[config.mk]
export PLATFORM = sky130hd
export DESIGN_NAME = upcounter_arbiter_flat
export DESIGN_NICKNAME = d
export VERILOG_FILES = /design/src/rtl/upcounter_arbiter_if.sv /design/src/rtl/upcounter_arbiter.sv /design/src/flat_wrapper.sv
export SDC_FILE = /design/constraint.sdc
export NUM_CORES = 1
export LEC_CHECK = 0
export ABC_CLOCK_PERIOD_IN_PS = 2400
export BUFFER_PORTS_ARGS = -buffer_cell sky130_fd_sc_hd__clkbuf_2
export CAP_MARGIN = 30
export CORE_ASPECT_RATIO = 0.8
export CORE_MARGIN = 2
export CORE_UTILIZATION = 45
export DETAILED_ROUTE_END_ITERATION = 12
export PLACE_DENSITY = 0.74
export SYNTH_ARGS = -nofsm -noshare
export SYNTH_HDL_FRONTEND = slang
export SYNTH_SLANG_ARGS = --single-unit
export TNS_END_PERCENT = 50
[constraint.sdc]
create_clock -name clk -period 2.4 [get_ports clk]
set_clock_uncertainty 0.15 [all_clocks]
set_input_delay 0.48 -clock clk [delete_from_list [all_inputs] [get_ports clk]]
set_output_delay 0.48 -clock clk [all_outputs]
set_load 0.1 [all_outputs]
[src/rtl/upcounter_arbiter_if.sv]
// Requester-side bundle for upcounter_arbiter: two level requests with command/data,
// and the shared completion pulses, read data, wrap flag and busy indication.
interface upcounter_arbiter_if #(
    parameter int W = 4
) ();
    logic         req0;
    logic         req1;
    logic [1:0]   op0;
    logic [1:0]   op1;
    logic [W-1:0] d0;
    logic [W-1:0] d1;
    logic         ack0;
    logic         ack1;
    logic [W-1:0] rd_data;
    logic         wrap;
    logic         busy;

    modport master (
        output req0, req1, op0, op1, d0, d1,
        input  ack0, ack1, rd_data, wrap, busy
    );

    modport slave (
        input  req0, req1, op0, op1, d0, d1,
        output ack0, ack1, rd_data, wrap, busy
    );
endinterface

[src/rtl/upcounter_arbiter.sv]
// Round-robin arbiter giving two requesters access to one external up-counter; 4-cycle op (grant, strobe, settle, ack).
// Requests are level-held until ack; a request seen while busy simply waits for the next IDLE.
module upcounter_arbiter #(
    parameter int W = 4
) (
    input  logic                 clk,
    input  logic                 rst_n,
    upcounter_arbiter_if.slave   bus,
    input  logic [W-1:0]         cnt_q,
    output logic [W-1:0]         cnt_d,
    output logic                 cnt_load,
    output logic                 cnt_clear,
    output logic                 cnt_incr
);

    typedef enum logic [1:0] {
        IDLE   = 2'd0,
        ISSUE  = 2'd1,
        SETTLE = 2'd2,
        ACK    = 2'd3
    } state_t;

    typedef struct packed {
        logic [1:0]   op;
        logic [W-1:0] dat;
    } cmd_t;

    localparam logic [1:0] OP_READ  = 2'b00;
    localparam logic [1:0] OP_LOAD  = 2'b01;
    localparam logic [1:0] OP_CLEAR = 2'b10;
    localparam logic [1:0] OP_INCR  = 2'b11;

    state_t       state_q, state_d;
    logic         gnt_q, gnt_d;
    logic         ptr_q, ptr_d;
    cmd_t         cmd_q, cmd_d;
    logic [W-1:0] pre_q, pre_d;
    logic [W-1:0] rd_q, rd_d;

    logic         any_req;
    logic         win;

    assign any_req = bus.req0 | bus.req1;
    // ptr_q holds the last winner, so on a tie the other requester goes next
    assign win     = (bus.req0 & bus.req1) ? ~ptr_q : bus.req1;

    always_ff @(posedge clk or negedge rst_n) begin
        if (!rst_n) begin
            state_q <= IDLE;
            gnt_q   <= 1'b0;
            ptr_q   <= 1'b1;
            cmd_q   <= '0;
            pre_q   <= '0;
            rd_q    <= '0;
        end else begin
            state_q <= state_d;
            gnt_q   <= gnt_d;
            ptr_q   <= ptr_d;
            cmd_q   <= cmd_d;
            pre_q   <= pre_d;
            rd_q    <= rd_d;
        end
    end

    always_comb begin
        state_d = state_q;
        gnt_d   = gnt_q;
        ptr_d   = ptr_q;
        cmd_d   = cmd_q;
        pre_d   = pre_q;
        rd_d    = rd_q;
        case (state_q)
            IDLE: begin
                if (any_req) begin
                    state_d = ISSUE;
                    gnt_d   = win;
                    ptr_d   = win;
                    if (win) begin
                        cmd_d.op  = bus.op1;
                        cmd_d.dat = bus.d1;
                    end else begin
                        cmd_d.op  = bus.op0;
                        cmd_d.dat = bus.d0;
                    end
                end
            end
            ISSUE: begin
                pre_d   = cnt_q;
                state_d = SETTLE;
            end
            SETTLE: begin
                // counter has taken the strobe by now, so this is the post-command value
                rd_d    = cnt_q;
                state_d = ACK;
            end
            ACK: begin
                state_d = IDLE;
            end
            default: begin
                state_d = IDLE;
            end
        endcase
    end

    always_comb begin
        cnt_d       = '0;
        cnt_load    = 1'b0;
        cnt_clear   = 1'b0;
        cnt_incr    = 1'b0;
        bus.ack0    = 1'b0;
        bus.ack1    = 1'b0;
        bus.wrap    = 1'b0;
        bus.busy    = (state_q != IDLE);
        bus.rd_data = rd_q;
        if (state_q == ISSUE) begin
            case (cmd_q.op)
                OP_LOAD: begin
                    cnt_load = 1'b1;
                    cnt_d    = cmd_q.dat;
                end
                OP_CLEAR: cnt_clear = 1'b1;
                OP_INCR:  cnt_incr  = 1'b1;
                default:  ;
            endcase
        end
        if (state_q == ACK) begin
            bus.ack0 = ~gnt_q;
            bus.ack1 = gnt_q;
            bus.wrap = (cmd_q.op == OP_INCR) && (pre_q == {W{1'b1}});
        end
    end

    strobe_onehot_a: assert property (@(posedge clk) disable iff (!rst_n)
        $onehot0({cnt_load, cnt_clear, cnt_incr}));

    ack_onehot_a: assert property (@(posedge clk) disable iff (!rst_n)
        $onehot0({bus.ack0, bus.ack1}));

    op_read_unused_a: assert property (@(posedge clk) disable iff (!rst_n)
        (state_q == ISSUE && cmd_q.op == OP_READ) |-> !(cnt_load | cnt_clear | cnt_incr));

endmodule
[src/flat_wrapper.sv]
// flat-port wrapper written by rule: the top's interface ports become plain ports
module upcounter_arbiter_flat 
#(
    parameter int W = 4
)
  (clk, rst_n, cnt_q, cnt_d, cnt_load, cnt_clear, cnt_incr, bus_req0, bus_req1, bus_op0, bus_op1, bus_d0, bus_d1, bus_ack0, bus_ack1, bus_rd_data, bus_wrap, bus_busy);
  upcounter_arbiter_if #(.W(W)) bus_i ();
  input  logic clk;
  input  logic rst_n;
  input  logic [W-1:0] cnt_q;
  output logic [W-1:0] cnt_d;
  output logic cnt_load;
  output logic cnt_clear;
  output logic cnt_incr;
  input wire logic [$bits(bus_i.req0)-1:0] bus_req0;
  input wire logic [$bits(bus_i.req1)-1:0] bus_req1;
  input wire logic [$bits(bus_i.op0)-1:0] bus_op0;
  input wire logic [$bits(bus_i.op1)-1:0] bus_op1;
  input wire logic [$bits(bus_i.d0)-1:0] bus_d0;
  input wire logic [$bits(bus_i.d1)-1:0] bus_d1;
  output wire logic [$bits(bus_i.ack0)-1:0] bus_ack0;
  output wire logic [$bits(bus_i.ack1)-1:0] bus_ack1;
  output wire logic [$bits(bus_i.rd_data)-1:0] bus_rd_data;
  output wire logic [$bits(bus_i.wrap)-1:0] bus_wrap;
  output wire logic [$bits(bus_i.busy)-1:0] bus_busy;
  assign bus_i.req0 = bus_req0;
  assign bus_i.req1 = bus_req1;
  assign bus_i.op0 = bus_op0;
  assign bus_i.op1 = bus_op1;
  assign bus_i.d0 = bus_d0;
  assign bus_i.d1 = bus_d1;
  assign bus_ack0 = bus_i.ack0;
  assign bus_ack1 = bus_i.ack1;
  assign bus_rd_data = bus_i.rd_data;
  assign bus_wrap = bus_i.wrap;
  assign bus_busy = bus_i.busy;
  upcounter_arbiter #(.W(W)) u_core (.clk(clk), .rst_n(rst_n), .bus(bus_i), .cnt_q(cnt_q), .cnt_d(cnt_d), .cnt_load(cnt_load), .cnt_clear(cnt_clear), .cnt_incr(cnt_incr));
endmodule
-- After elaboration in Yosys (flattened, before gate mapping)
Index checks and enable logic that the tools add are counted.
- flip-flop bits (word level): 18
- output and inout bits: 15
- logic and storage cells: 38
- input port bits: 20
- muxes and demuxes: 15
- bitwise logic cells: 4
- reduce and logical (&&, ||, !) cells: 4
- eq/ne operators: 8
- operator list (kind ; count):
    $mux 1 ; 10
    $eq 2x2->1 const B ; 4
    $mux 4 ; 2
    $pmux 2 s4 ; 1
    $mux 6 ; 1
    $eq 2x1->1 const B ; 2
    $eq 4x4->1 const B ; 1
    $logic_not 2->1 ; 1
    $mux 2 ; 1
    $ne 2x1->1 const B ; 1
    $not 1->1 ; 2
    $reduce_and 2->1 ; 1
    $reduce_bool 2->1 ; 1
    $and 1x1->1 ; 1
    $logic_and 1x1->1 ; 1
    $or 1x1->1 ; 1

-- Longest topological paths before layout
- word-level depth: 3
- mapped depth: 7
- gate-level depth less buffers: 5

-- Worst setup path before layout
Ideal clock, no wire load.
- kind: reg-to-output
- from: register u_core.state_q[1]
- to: output port cnt_d[0]
- path buffers: 1
- arrival: 3052 ps
- stages on the path, launching flop included: 7
- path slack: -1282 ps
- data required time: 1770 ps
- cell sequence: dfrtp_1 > inv_1 > ha_1 > clkbuf_2 > nand2_1 > nor2_1 > and2_1
- cells in the longest elaborated chain, start to end: 2
- ends and longest elaborated chain (item ; line ; source):
    start: declaration ; upcounter_arbiter.sv:33 ; state_t state_q, state_d;
    start signal: assignment ; upcounter_arbiter.sv:56 ; state_q <= state_d;
    $eq 2x1->1 ; upcounter_arbiter.sv:115 ; if (state_q == ISSUE) begin
    $mux 4 ; upcounter_arbiter.sv:115 ;
    end: declaration ; flat_wrapper.sv:11 ; output logic [W-1:0] cnt_d;
No other way between the ends.

-- Worst setup path in the final report
- from: register u_core.state_q[1]
- to: output port cnt_d[3]
Same word-level chain as after synthesis.

==> summary.md <==
| Metric | Value |
|---|---|
| Critical path data arrival time | 1.69 ns |
| Synth-to-layout area growth | 37.5% |
| Starting Density | 47.9% |
| Slew Limit Headroom | 64.1% |
| Post-CTS Setup Bufs | 0 |
| Metal3 WL | 122 um |
| Via density per instance | 5.12 |
| I/O Buffers | 34 |
| Critical path cell sequence | inv_1 -> ha_2 -> nand2_2 -> nor2_4 -> and2_4 -> buf_12 |
| Synthesized flop and latch total | 18 |
| Antenna Cells | 0 |
| Initial antenna violation count | 0 |
| First-pass GRT wire length | 2790 um |
| Die width | 53.9 um |
| Post-DP HPWL | 1360 um |
| Uppermost routed layer | met4 |
| CP max FO | 7 |
| Num rows | 14 |
| Hold Worst Slack | 0.268 ns |
| Top post-synthesis cells by count | 17 x dfrtp_1, 10 x nor2_1, 9 x mux2_2, 6 x mux2i_1, 5 x and2_1 |
| WL final | 1760 um |
| Kind of critical path | register to output port |
| Layout cells sized above 1 | 53.0% |
| RSZ-0062 raised after global routing | false |
| Reg2reg path depth | 5 |
| CP peak stage delay | 0.43 ns |
| Reg2reg end | u_core.cmd_q[1]$_DFFE_PN0P_ |
| Total gr overflow | 0 |
| Reg2Reg Setup Slack | 0.79 ns |
| DRC errors left | 0 |
| Slew Limit Fails | 0 |
| Hold path cells | 2 |
| Main area contributors after synthesis | dfrtp_1 47%, mux2_2 11%, mux2i_1 6.7%, ha_1 5.6%, nor2_1 4.2% |
| H-tree depth | 1 |
| CP Launch Type | register |
| Crit path required time | 1.77 ns |
| Gp weighted congestion | 0.698 |
| Reg2reg start | u_core.state_q[0]$_DFFE_PN0P_ |
| Final period utilization | 96.6% |
| Worst Setup End Kind | output port |
| Syn Nets | 103 |
| Vias in the first global route | 658 |
| Yosys top cell area share | 47.4% |
| Worst Hold Endpoint | u_core.bus.rd_data[3]$_DFFE_PN0P_ |
| Cell area after synthesis | 897 sq um |
| Gate Count Post-Synth | 79 |
| Final hold violation count | 0 |
| CP delay by family, top | flip-flops |
| Fmax | 0.431 GHz |
| Top_reg_cell synth | dfrtp_1 |
| Core area | 1870 sq um |
| Final min period | 2.32 ns |
| Largest net degree at the start of global routing | 19 |
| CTS clk-pin slew, worst paths | 0.10 ns |
| 1st-iter DRT viols | 5 |
| FILL cells | 150 |
| First-pass iteration count of the detailed router | 4 |
| Syn_area_per_cell | 11.4 sq um |
| Total track usage | 17.2% |
| TritonCTS clock tree | built |
| Worst-Skew Late Latency | 0.30 ns |
| Io pins | 35 |
| CTS root buffer | clkbuf_4 |
| Hold path startpoint | cnt_q[3] |
| Buf/Inv on CP | 2 |
| Dominant cell type by area after synthesis | dfrtp_1 |
| Count leader, synth | dfrtp_1 |
| Max Cap Violations | 0 |
| Total number of vias | 712 |
| Async SR Flop Fraction | 100% |
| Die ar. | 2370 sq um |
| Longest Clk Path Bufs | 2 |
| Status | finished clean |
| Least-Margin Pin Slew | 0.540 ns |
| Die Y | 43.9 um |
| Share of the yosys chip area belonging to registers | 50.3% |
| Yosys cell types | 22 |
| M1 WL | 755 um |
| Synth Warn # | 0 |
| DRT antenna net count | 0 |
| Layout Nets | 140 |
| Clock sink total | 18 |
| Post-synth EDFFs | 0 |
| Util after Layout | 65.8% |
| Met2 WL | 834 um |
| Max stage delay cell, worst path | dfrtp_1 |
| TritonCTS Buffers | 3 |
| Final count of negative-setup-slack endpoints | 0 |
| Drt wl/cell | 12.7 um |
| Class of the worst hold path | primary input to register |
## how the worst max path moves through the flow
stage / startpoint / to / slack (ns) / cells past startpoint
final: u_core.state_q[1]$_DFFE_PN0P_ / cnt_d[3] / 0.08 / 6
after global routing: u_core.state_q[1]$_DFFE_PN0P_ / cnt_d[0] / 0.003 / 6
after CTS: u_core.state_q[1]$_DFFE_PN0P_ / cnt_d[2] / 0.07 / 6
after detailed placement: u_core.state_q[1]$_DFFE_PN0P_ / cnt_d[2] / 0.34 / 6
after global placement: u_core.state_q[1]$_DFFE_PN0P_ / cnt_d[2] / 0.39 / 6
after floorplan: u_core.state_q[1]$_DFFE_PN0P_ / bus_wrap / -0.09 / 3
## cell usage in the layout, fill, tap and decap left out, types with 2 or more instances in the layout
cell       n
clkbuf_2  27
inv_1      4
buf_12     5
nor2_1     9
buf_4      2
mux2i_1    6
dfrtp_1   17
a21oi_2    3
clkbuf_4   3
a31oi_1    2
and2_4     4
mux2_2     9
nand2_1    2
a21oi_1    4
ha_1       3
## sequential cells by signal, indices dropped and copies added (netlist names)
signal              flops
u_core.cmd_q            6
u_core.bus.rd_data      4
u_core.pre_q            4
u_core.state_q          2
u_core.gnt_q            1
u_core.ptr_q            1
## worst reg2reg max path, stage by stage, from the launching register on
cell,delay [ns]
dfrtp_1,0.42
inv_1,0.12
ha_1,0.32
o21a_2,0.35
nor2_1,0.07
a21oi_1,0.12
## through the flow
step           TNS [ns]  setup WS [ns]  instance area (sq um)  cells
4_1_cts               0         0.0675                   1230    139
3_3_place_gp          0          0.394                   1180    134
3_5_place_dp          0          0.335                   1180    134
2_1_floorplan    -0.102        -0.0896                    928     79
5_1_grt               0        0.00253                   1230    139
6_report              0         0.0815                   1230    139
## timing repair
action | in CTS | in global routing
hold endpoints to repair | 17 | 0
resized for setup | 1 | 0
hold buffers | 1 | 0
setup endpoints to repair | 4 | 0
## area by class of cell
cell class                      instances  area, sq um  share of cell area, %
Multi-Input combinational cell         54          440                   35.7
Timing Repair Buffer                   35          260                   21.1
Tap cell                               24         30.0                   2.43
Clock buffer                            4         36.3                   2.94
Sequential cell                        18          452                   36.6
Inverter                                4         15.0                   1.22
## kinds of logic (layout without fill, tap and decap cells)
group / count (synthesis) / count (layout) / share of synthesized area [%]
fa+ha+maj: 4 / 4 / 5.58
mux: 15 / 15 / 18.0
flops: 18 / 18 / 50.3
simple gates: 23 / 23 / 12.6
compound gates: 12 / 12 / 10.2
buf+inv: 7 / 43 / 3.35
## metal layers
| layer | up-vias | GRT usage (%) |
|---|---|---|
| met5 | - | 0 |
| li1 | 343 | - |
| met1 | 339 | 20.3 |
| met3 | 6 | 5.17 |
| met2 | 24 | 27.1 |
| met4 | 0 | 10.8 |
Power is not shown: default switching activity piles up to over one toggle a cycle in this logic, so the estimate is an artifact.
